--- src/rtl/rand_range_sampler.sv ---
// Rejection sampler: turns a free-running 8-bit LFSR word into an unbiased value in [0, RANGE-1].
// Each draw takes at most MAX_TRIES samples; after that the last candidate is folded into range.
module rand_range_sampler #(
  parameter int RANGE     = 6,
  parameter int MAX_TRIES = 15
) (
  input  logic        clk,
  input  logic        rst,
  input  logic        start,
  input  logic [7:0]  rnd_in,
  input  logic        ack,
  output logic        busy,
  output logic        valid,
  output logic [7:0]  value,
  output logic [3:0]  tries,
  output logic        fallback,
  output logic [15:0] draw_cnt
);

  localparam int         MASK_W   = (RANGE > 1) ? $clog2(RANGE) : 1;
  localparam logic [7:0] MASK8    = 8'((1 << MASK_W) - 1);
  localparam logic [8:0] RANGE9   = 9'(RANGE);
  localparam logic [7:0] RANGE8   = 8'(RANGE);
  localparam logic [3:0] LAST_TRY = 4'(MAX_TRIES - 1);

  typedef enum logic [1:0] {S_IDLE, S_SAMPLE, S_HOLD} state_t;

  state_t      r_state, w_state_next;
  logic        r_busy, w_busy_next;
  logic        r_valid, w_valid_next;
  logic [7:0]  r_value, w_value_next;
  logic [3:0]  r_tries, w_tries_next;
  logic        r_fallback, w_fallback_next;
  logic [15:0] r_draw_cnt, w_draw_cnt_next;

  logic [7:0]  w_cand;
  logic [7:0]  w_fold;
  logic        w_accept;

  // MASK < 2*RANGE, so a rejected candidate minus RANGE is always in range.
  assign w_cand   = rnd_in & MASK8;
  assign w_fold   = w_cand - RANGE8;
  assign w_accept = ({1'b0, w_cand} < RANGE9);

  always_ff @(posedge clk or posedge rst) begin
    if (rst) begin
      r_state    <= S_IDLE;
      r_busy     <= 1'b0;
      r_valid    <= 1'b0;
      r_value    <= 8'd0;
      r_tries    <= 4'd0;
      r_fallback <= 1'b0;
      r_draw_cnt <= 16'd0;
    end else begin
      r_state    <= w_state_next;
      r_busy     <= w_busy_next;
      r_valid    <= w_valid_next;
      r_value    <= w_value_next;
      r_tries    <= w_tries_next;
      r_fallback <= w_fallback_next;
      r_draw_cnt <= w_draw_cnt_next;
    end
  end

  always_comb begin
    w_state_next    = r_state;
    w_busy_next     = r_busy;
    w_valid_next    = r_valid;
    w_value_next    = r_value;
    w_tries_next    = r_tries;
    w_fallback_next = r_fallback;
    w_draw_cnt_next = r_draw_cnt;

    case (r_state)
      S_IDLE: begin
        if (start) begin
          w_state_next    = S_SAMPLE;
          w_busy_next     = 1'b1;
          w_tries_next    = 4'd0;
          w_fallback_next = 1'b0;
        end
      end
      S_SAMPLE: begin
        if (w_accept) begin
          w_value_next = w_cand;
          w_valid_next = 1'b1;
          w_state_next = S_HOLD;
        end else begin
          w_tries_next = r_tries + 4'd1;
          if (r_tries == LAST_TRY) begin
            w_value_next    = w_fold;
            w_fallback_next = 1'b1;
            w_valid_next    = 1'b1;
            w_state_next    = S_HOLD;
          end
        end
      end
      S_HOLD: begin
        // A start arriving together with ack is deliberately dropped.
        if (ack) begin
          w_valid_next    = 1'b0;
          w_busy_next     = 1'b0;
          w_draw_cnt_next = r_draw_cnt + 16'd1;
          w_state_next    = S_IDLE;
        end
      end
      default: begin
        w_state_next = S_IDLE;
        w_busy_next  = 1'b0;
        w_valid_next = 1'b0;
      end
    endcase
  end

  assign busy     = r_busy;
  assign valid    = r_valid;
  assign value    = r_value;
  assign tries    = r_tries;
  assign fallback = r_fallback;
  assign draw_cnt = r_draw_cnt;

endmodule

--- config.mk ---
export PLATFORM = sky130hd
export DESIGN_NAME = rand_range_sampler
export DESIGN_NICKNAME = d
export VERILOG_FILES = /design/src/rtl/rand_range_sampler.sv
export SDC_FILE = /design/constraint.sdc
export NUM_CORES = 1
export LEC_CHECK = 0
export CORE_MARGIN = 10
export CORE_UTILIZATION = 41
export CTS_CLUSTER_DIAMETER = 60
export DETAILED_ROUTE_END_ITERATION = 6
export HOLD_SLACK_MARGIN = 0.1
export PLACE_DENSITY = 0.82
export SKIP_LAST_GASP = 1
export SLEW_MARGIN = 10
export SYNTH_ARGS = -nofsm -noshare
export SYNTH_HDL_FRONTEND = slang
export SYNTH_SLANG_ARGS = --single-unit
--- constraint.sdc ---
create_clock -name clk -period 1.5 [get_ports clk]
set_clock_uncertainty 0.05 [all_clocks]
set_input_delay 0.225 -clock clk [delete_from_list [all_inputs] [get_ports clk]]
set_output_delay 0.225 -clock clk [all_outputs]
set_load 0.02 [all_outputs]
# Yosys cells after proc, flatten, opt, wreduce, memory -nomap -nowiden

Cells that the tools add are included.

Add/subtract/negate cells: 3
Order comparisons: 1
Eq/ne operators: 8
Mux-type cells: 19
Bitwise gates (word level): 2
Reductions and logical operators: 10

Operators with widths:

| operator                | count |
|---|---|
| $add A16 B1 Y16 const B | 1 |
| $mux W8                 | 2 |
| $reduce_and A3 Y1       | 4 |
| $mux W2                 | 4 |
| $mux W4                 | 2 |
| $ne A2 B2 Y1 const B    | 4 |
| $pmux W4 S2             | 1 |
| $mux W1                 | 6 |
| $pmux W1 S3             | 2 |
| $pmux W2 S3             | 1 |
| $add A4 B1 Y4 const B   | 1 |
| $eq A4 B4 Y1 const B    | 1 |
| $reduce_and A2 Y1       | 2 |
| $reduce_and A4 Y1       | 1 |
| $reduce_bool A2 Y1      | 2 |
| $sub A3 B3 Y4 const B   | 1 |
| $lt A3 B3 Y1 const B    | 1 |
| $ne A3 B3 Y1 const B    | 1 |
| $eq A2 B1 Y1 const B    | 1 |
| $eq A2 B2 Y1 const B    | 1 |
| $logic_not A2 Y1        | 1 |
| $not A1 Y1              | 2 |
| $pmux W1 S2             | 1 |

Flip-flop bits (word level): 33
Input bits: 12
Word-level logic and storage cells: 50

# Depth between registers and ports, before layout

Gate-level depths: netlist of the first run.

Depth in word-level cells: 4
Gate-level depth with buffers: 6
Mapped depth without buffers: 6

# Worst setup path after synthesis of the first run

OpenSTA, ideal clock, no wires.

Path kind: register -> register
Start point: reg r_tries[0], in the netlist tries[0]
End point: reg r_value[0], in the netlist value[0]
Setup time: 125 ps
Arrival: 1392 ps
Path slack: -67 ps
Cell stages (with the launch flop): 6
Clock period less this slack: 1567 ps
Path through: dfrtp_1 -> inv_1 -> ha_1 -> nand3_1 -> a31o_2 -> mux2_2

Cells in the longest elaborated chain, start to end: 3

Ends and longest elaborated chain:

| item                         | RTL line | text |
|---|---|---|
| start: declaration           | 32       | `logic [3:0] r_tries, w_tries_next;` |
| start signal: assignment     | 59       | `r_tries <= w_tries_next;` |
| $eq A4 B4 Y1                 | 90       | `if (r_tries == LAST_TRY) begin` |
| $reduce_bool A2 Y1 (no line) | -        |  |
| $reduce_and A2 Y1 (no line)  | -        |  |
| end signal: assignment       | 58       | `r_value <= w_value_next;` |
| end: declaration             | 31       | `logic [7:0] r_value, w_value_next;` |

Every way passes these cells.
A chain may end at the register's enable or synchronous reset.

# Worst setup path after layout of the first run

Same ends and word-level chain as after synthesis.

==> impl_metrics.csv, run 1 <==
group,metric,value,unit
timing,fmax,0.684,GHz
synth,ys_types,31,
clock_tree,h-tree-depth,1,
power,clkPwrFrac,0.155,
grt,grt_start_max_net_pins,29,
clock_tree,cts_tree,"yes",
grt,gr-total-overflow,0,
timing,period_share,0.975,
grt,met2_usage,0.170,
power,p_int,0.00152,W
power,switchingPower,0.000902,W
synth,syn_avg_cell_area,10.8,sq um
place,hpwl,2310,um
synth,ys_async_sr_fraction,1.00,
synth,ys_warn_count,0,
synth,synth-edff-count,0,
drt,routedWlPerCell,14.0,um
timing,fin_crit,1460,ps
grt,grt_pass1_wl,5090,um
power,peakVddDrop,0.626,mV
synth,ys_seq_area_frac,0.528,
grt,grt_pass1_vias,1135,
grt,grt_use_total,0.101,
cells_and_area,antenna_cells,0,
hold_path,min_path_type,"input pin to async pin",
place,io_buffers,32,
worst_setup_path,r2r-start,"tries[0]$_DFFE_PP0P_",
power,seqPwrFrac,0.444,
cells_and_area,final_common_cell,"dlygate4sd2_1",
synth,synth_compound_area_frac,0.0660,
worst_setup_path,cp-start-kind,"flop",
drt,dr.pass1.iters,4,
place,post-place-ws,-245,ps
clock_tree,cts_sinks,28,
synth,synth_top_family_by_area,"simple AND/OR/NAND/NOR gates",
floorplanning,dieArea,5910,sq um
cells_and_area,syn_to_final_growth,36.9,%
power,power,0.00242,W
power,power.leakage,0.943,nW
worst_setup_path,worstSetupEndpointType,"flop",
synth,synth_cells,123,
cells_and_area,layout_common_cells,"dlygate4sd2_1 (26), dfrtp_1 (23), buf_4 (15)",
floorplanning,core.rowCount,20,
worst_setup_path,crit_type,"flop to flop",
synth,syn_area,1330,sq um
place,gp_congestion,0.768,
floorplanning,start_util,0.431,
worst_setup_path,worstPathRequired,1680,ps
drt,drc_errors,0,
worst_setup_path,regToRegSetupSlack,40,ps
worst_setup_path,r2r_end,"value[0]$_DFFE_PP0P_",
floorplanning,fp.coreArea,3080,sq um
clock_tree,clk_latency,340,ps
floorplanning,boundaryPins,43,
worst_setup_path,reg2reg_depth,5,
timing,rsz0062_at_grt,"yes",
clock_tree,clkSlewWorstSetupHoldPaths,160,ps
worst_setup_path,cp.arrival,1640,ps
drt,first_iter_violations,37,
floorplanning,die_height,76.9,um
timing,slew_viol_final,0,
clock_tree,cts_made_buffers,3,
clock_tree,root_buffer,"clkbuf_4",
drt,routed_wl,3020,um
synth,synth-xor-area-share,0.111,
synth,synth_ff_type,"dfrtp_1",
timing,setup_slack,37.5,ps
timing,setup_violations,0,
clock_tree,ctsLongestPathBuffers,2,
grt,top_usage_layer,"met2",
timing,finalHoldViolCount,0,
power,combPwrFrac,0.401,
floorplanning,fp.dieW,76.9,um
cells_and_area,drive_above_1_share,0.199,
power,netSwitchingFraction,0.373,
grt,antenna_found_initial,0,
drt,vias_per_cell,4.84,
cells_and_area,fin_nets,187,
status,outcome,"finished clean",
synth,yosys.area_share.simple,0.178,
synth,synthMuxAreaShare,0.0170,
worst_setup_path,critPathMaxFanout,5,
power,power.density,1330,nW/um^2
synth,synth.ff_latch_count,28,
timing,tns,0,ps
grt,met3_usage,0.0443,
synth,synth_fa_ha_area_frac,0.0283,
drt,dr_total_vias,1040,
grt,gr-usage-met1,0.113,
drt,ant_nets,0,
run,drv_cap,0,
[flip-flops by register name (all words and copies together), names as in the netlist]
name      cells
busy          1
valid         1
draw_cnt     16
value         3
tries         4
r_state       2
fallback      1
[critical path: stages (launching register included)]
cell and delay [ps]:
dfrtp_2 470, inv_2 80, ha_4 130, nand3_2 100, a31o_4 260, mux2_2 260
[power groups by stage]
stage	clock, W	sequential (W)	combinational (W)
6_report	0.000374	0.00108	0.000970
5_1_grt	0.000417	0.00111	0.00107
4_1_cts	0.000388	0.00108	0.000910
3_5_place_dp	0	0.00110	0.00101
3_3_place_gp	0	0.00109	0.000981
2_1_floorplan	0	0.00125	0.000385
[synth_stat cells (all sizes together) (2+ instances only)]
cell type | number | share of area
dfrtp | 28 | 0.53
nand2 | 11 | 0.031
xnor2 | 10 | 0.066
inv | 9 | 0.025
buf | 7 | 0.042
nor2 | 7 | 0.020
xor2 | 6 | 0.045
nand3 | 5 | 0.019
o21ai | 5 | 0.019
a21oi | 4 | 0.015
and3 | 4 | 0.023
ha | 3 | 0.028
nand4 | 3 | 0.014
and2 | 2 | 0.0094
and4 | 2 | 0.013
mux2 | 2 | 0.017
nand4b | 2 | 0.013
nor2b | 2 | 0.0094
o32ai | 2 | 0.013
[area by class of cell]
class | count | area (sq um)
Inverter | 9 | 33.8
Multi-Input combinational cell | 83 | 583
Timing Repair Buffer | 47 | 400
Sequential cell | 28 | 707
Tap cell | 44 | 55.1
Clock buffer | 4 | 36.3
Fill cell | 296 | 1260
[stage by stage]
step	hold slack [ps]	std cells	instance area, sq um	utilization
finish	178	215	1820	0.590
global route	192	215	1820	0.590
CTS	189	213	1770	0.574
detailed placement	411	209	1760	0.572
global placement	410	209	1760	0.572
floorplan	240	127	1350	-
[timing repair]
item	in CTS	in global routing
hold buffers	0	0
resized for setup	27	8
pin swaps	0	1
endpoints found under the setup margin	27	7
cloned	0	0
setup buffers	0	2
[logic make-up (layout without fill, tap and decap cells)]
group / count (synthesis) / after routing
AO/OA/AOI/OAI: 14 / 14
buffers and inverters: 16 / 60
multiplexers: 2 / 2
other: 1 / 5
AND/OR/NAND/NOR: 43 / 43
adder cells (fa/ha/maj): 3 / 3
XOR/XNOR: 16 / 16
flip-flops: 28 / 28
[how the worst max path moves through the flow]
stage / cells after the start / to / from
after floorplan: 6 / draw_cnt[9]$_DFFE_PP0P_ / r_state[0]$_DFFE_PP0P_
after global placement: 5 / draw_cnt[9]$_DFFE_PP0P_ / ack
final: 5 / value[0]$_DFFE_PP0P_ / tries[0]$_DFFE_PP0P_
after CTS: 4 / draw_cnt[9]$_DFFE_PP0P_ / r_state[1]$_DFFE_PP0P_
after global routing: 4 / draw_cnt[12]$_DFFE_PP0P_ / draw_cnt[0]$_DFFE_PP0P_
after detailed placement: 5 / draw_cnt[9]$_DFFE_PP0P_ / ack
[metal layers]
layer / wire (um) / vias to the layer above
met1: 1240 / 503
li1: - / 500
met3: 250 / 4
met4: 28 / 0
met5: 0 / -
met2: 1500 / 33
Power figures use the tool's default switching activity.
==> inputs of run 2 (changes only) <==
Settings changed: CORE_UTILIZATION 41 to 45, DONT_BUFFER_PORTS from default to 1, PLACE_DENSITY 0.82 to 0.69.
==> impl_metrics.csv, run 2 (synthesis gave the netlist of run 1 again) <==
group,metric,value,unit
worst_setup_path,worstPathRequired,1710,ps
hold_path,min_path_type,"input pin to flop",
drt,dr_total_vias,988,
drt,routed_wl,3010,um
clock_tree,cts_sinks,28,
cells_and_area,largest_reg_flops,16,
worst_setup_path,critPathMaxFanout,6,
power,power.density,1470,nW/um^2
timing,rsz0062_at_grt,"yes",
grt,grt_pass1_wl,5000,um
drt,dr.pass1.iters,6,
floorplanning,dieArea,5520,sq um
drt,vias_per_cell,5.31,
cells_and_area,layout_common_cells,"buf_4 (25), dfrtp_1 (24), nand2_1 (11)",
worst_setup_path,path_cells,"buf_4, nand4b_1, or3_1, a21oi_1",
floorplanning,fp.dieW,74.3,um
worst_setup_path,cp-start-kind,"flop",
floorplanning,start_util,0.477,
clock_tree,clkSlewWorstSetupHoldPaths,140,ps
cells_and_area,ff_latch_area,706,sq um
clock_tree,h-tree-depth,1,
drt,ant_nets,0,
floorplanning,core.rowCount,19,
timing,period_share,0.962,
worst_setup_path,cp.arrival,1660,ps
cells_and_area,antenna_cells,0,
grt,antenna_found_initial,0,
worst_setup_path,crit_type,"flop to flop",
floorplanning,fp.coreArea,2780,sq um
clock_tree,clk_latency,330,ps
clock_tree,cts_tree,"yes",
power,power,0.00240,W
place,place_inst,175,
timing,slew_viol_final,0,
timing,fin_crit,1440,ps
cells_and_area,nFillCells,230,
cells_and_area,fin_nets,171,
cells_and_area,syn_to_final_growth,23.4,%
run,drv_cap,0,
clock_tree,ctsLongestPathBuffers,2,
drt,routedWlPerCell,16.2,um
floorplanning,die_height,74.3,um
worst_setup_path,critical_path.max_stage_delay,470,ps
worst_setup_path,worstSetupEndpointType,"flop",
grt,grt_pass1_vias,1087,
status,outcome,"finished clean",
drt,drc_errors,0,
cells_and_area,drive_above_1_share,0.258,
timing,finalHoldViolCount,0,
grt,grt_start_max_net_pins,29,
place,io_buffers,0,
grt,gr-total-overflow,0,
grt,grt_use_total,0.113,
cells_and_area,final_common_cell,"buf_4",
drt,first_iter_violations,78,
place,gp_congestion,0.790,
clock_tree,root_buffer,"clkbuf_4",
power,peakVddDrop,1.45,mV
power,power.leakage,0.816,nW
floorplanning,boundaryPins,43,
cells_and_area,final_cells,186,
worst_setup_path,critPathSlowestCell,"dfrtp_2",
clock_tree,cts_made_buffers,3,
cells_and_area,multi_input_area,558,sq um
place,hpwl,2280,um
timing,setup_violations,0,
timing,fmax,0.693,GHz
run 2: changes by cell type in the layout (fill, tap and decap cells not counted), moves of 6 or more:
cell	previous run	this run
dlygate4sd2_1	26	0
buf_4	15	25
clkdlybuf4s50_1	6	0
dlygate4sd3_1	0	6
run 2: where the power goes:
| group | total [W] | internal, W | switching [W] | leakage [nW] |
|---|---|---|---|---|
| clock | 0.000494 | 0.000270 | 0.000223 | 0.0279 |
| combinational | 0.000763 | 0.000335 | 0.000428 | 0.424 |
| sequential | 0.00114 | 0.000929 | 0.000216 | 0.364 |
run 2: metrics by stage:
| step | hold slack [ps] | setup WS (ps) | utilization | setup TNS [ps] | cell area (sq um) |
|---|---|---|---|---|---|
| 2_1_floorplan | 240 | -0.360 | - | -0.360 | 1350 |
| 3_3_place_gp | 147 | 59.4 | 0.542 | 0 | 1510 |
| 3_5_place_dp | 152 | 5.57 | 0.542 | 0 | 1510 |
| 4_1_cts | 145 | 20.7 | 0.586 | 0 | 1630 |
| 5_1_grt | 154 | -29.7 | 0.588 | -77.4 | 1640 |
| 6_report | 154 | 57.2 | 0.588 | 0 | 1640 |
run 2: repair_timing:
action,in CTS,in global routing
endpoints found under the setup margin,2,9
hold buffers,6,0
setup buffers,1,0
cloned,0,0
endpoints found under the hold margin,36,0
resized for setup,1,3
run 2: critical path: cells and delay by family, from the launching register on:
family	cells	cell delay, ps
AOI/OAI and AO/OA	1	150
buffers and inverters	1	150
DFF	1	470
and+or+nand+nor	2	560
run 2: layout make-up:
cell class | count | area share
sequential | 28 | 0.431
clock buffer | 3 | 0.0138
clock inverter | 1 | 0.0183
multi-input combinational | 83 | 0.341
inverter | 9 | 0.0206
tap | 31 | 0.0237
timing repair buffer | 31 | 0.151
run 2: worst paths after layout:
check / startpoint / end / slack (ps) / depth (start not counted)
setup / recovery: r_state[1]$_DFFE_PP0P_ / tries[3]$_DFFE_PP0P_ / 60 / 4
hold / removal: rnd_in[1] / tries[3]$_DFFE_PP0P_ / 150 / 3
setup reg to reg: r_state[1]$_DFFE_PP0P_ / tries[3]$_DFFE_PP0P_ / 60 / 4
hold reg to reg: draw_cnt[5]$_DFFE_PP0P_ / draw_cnt[5]$_DFFE_PP0P_ / 560 / 2
max in group asynchronous: rst / tries[0]$_DFFE_PP0P_ / 790 / 3
min in group asynchronous: rst / draw_cnt[12]$_DFFE_PP0P_ / 330 / 3
run 2: metal layers:
layer	track usage	vias to the layer above	wire [um]
li1	-	474	-
met2	0.205	41	1530
met1	0.112	467	1110
met3	0.0532	6	327
met4	0.0366	0	44
met5	0	-	0
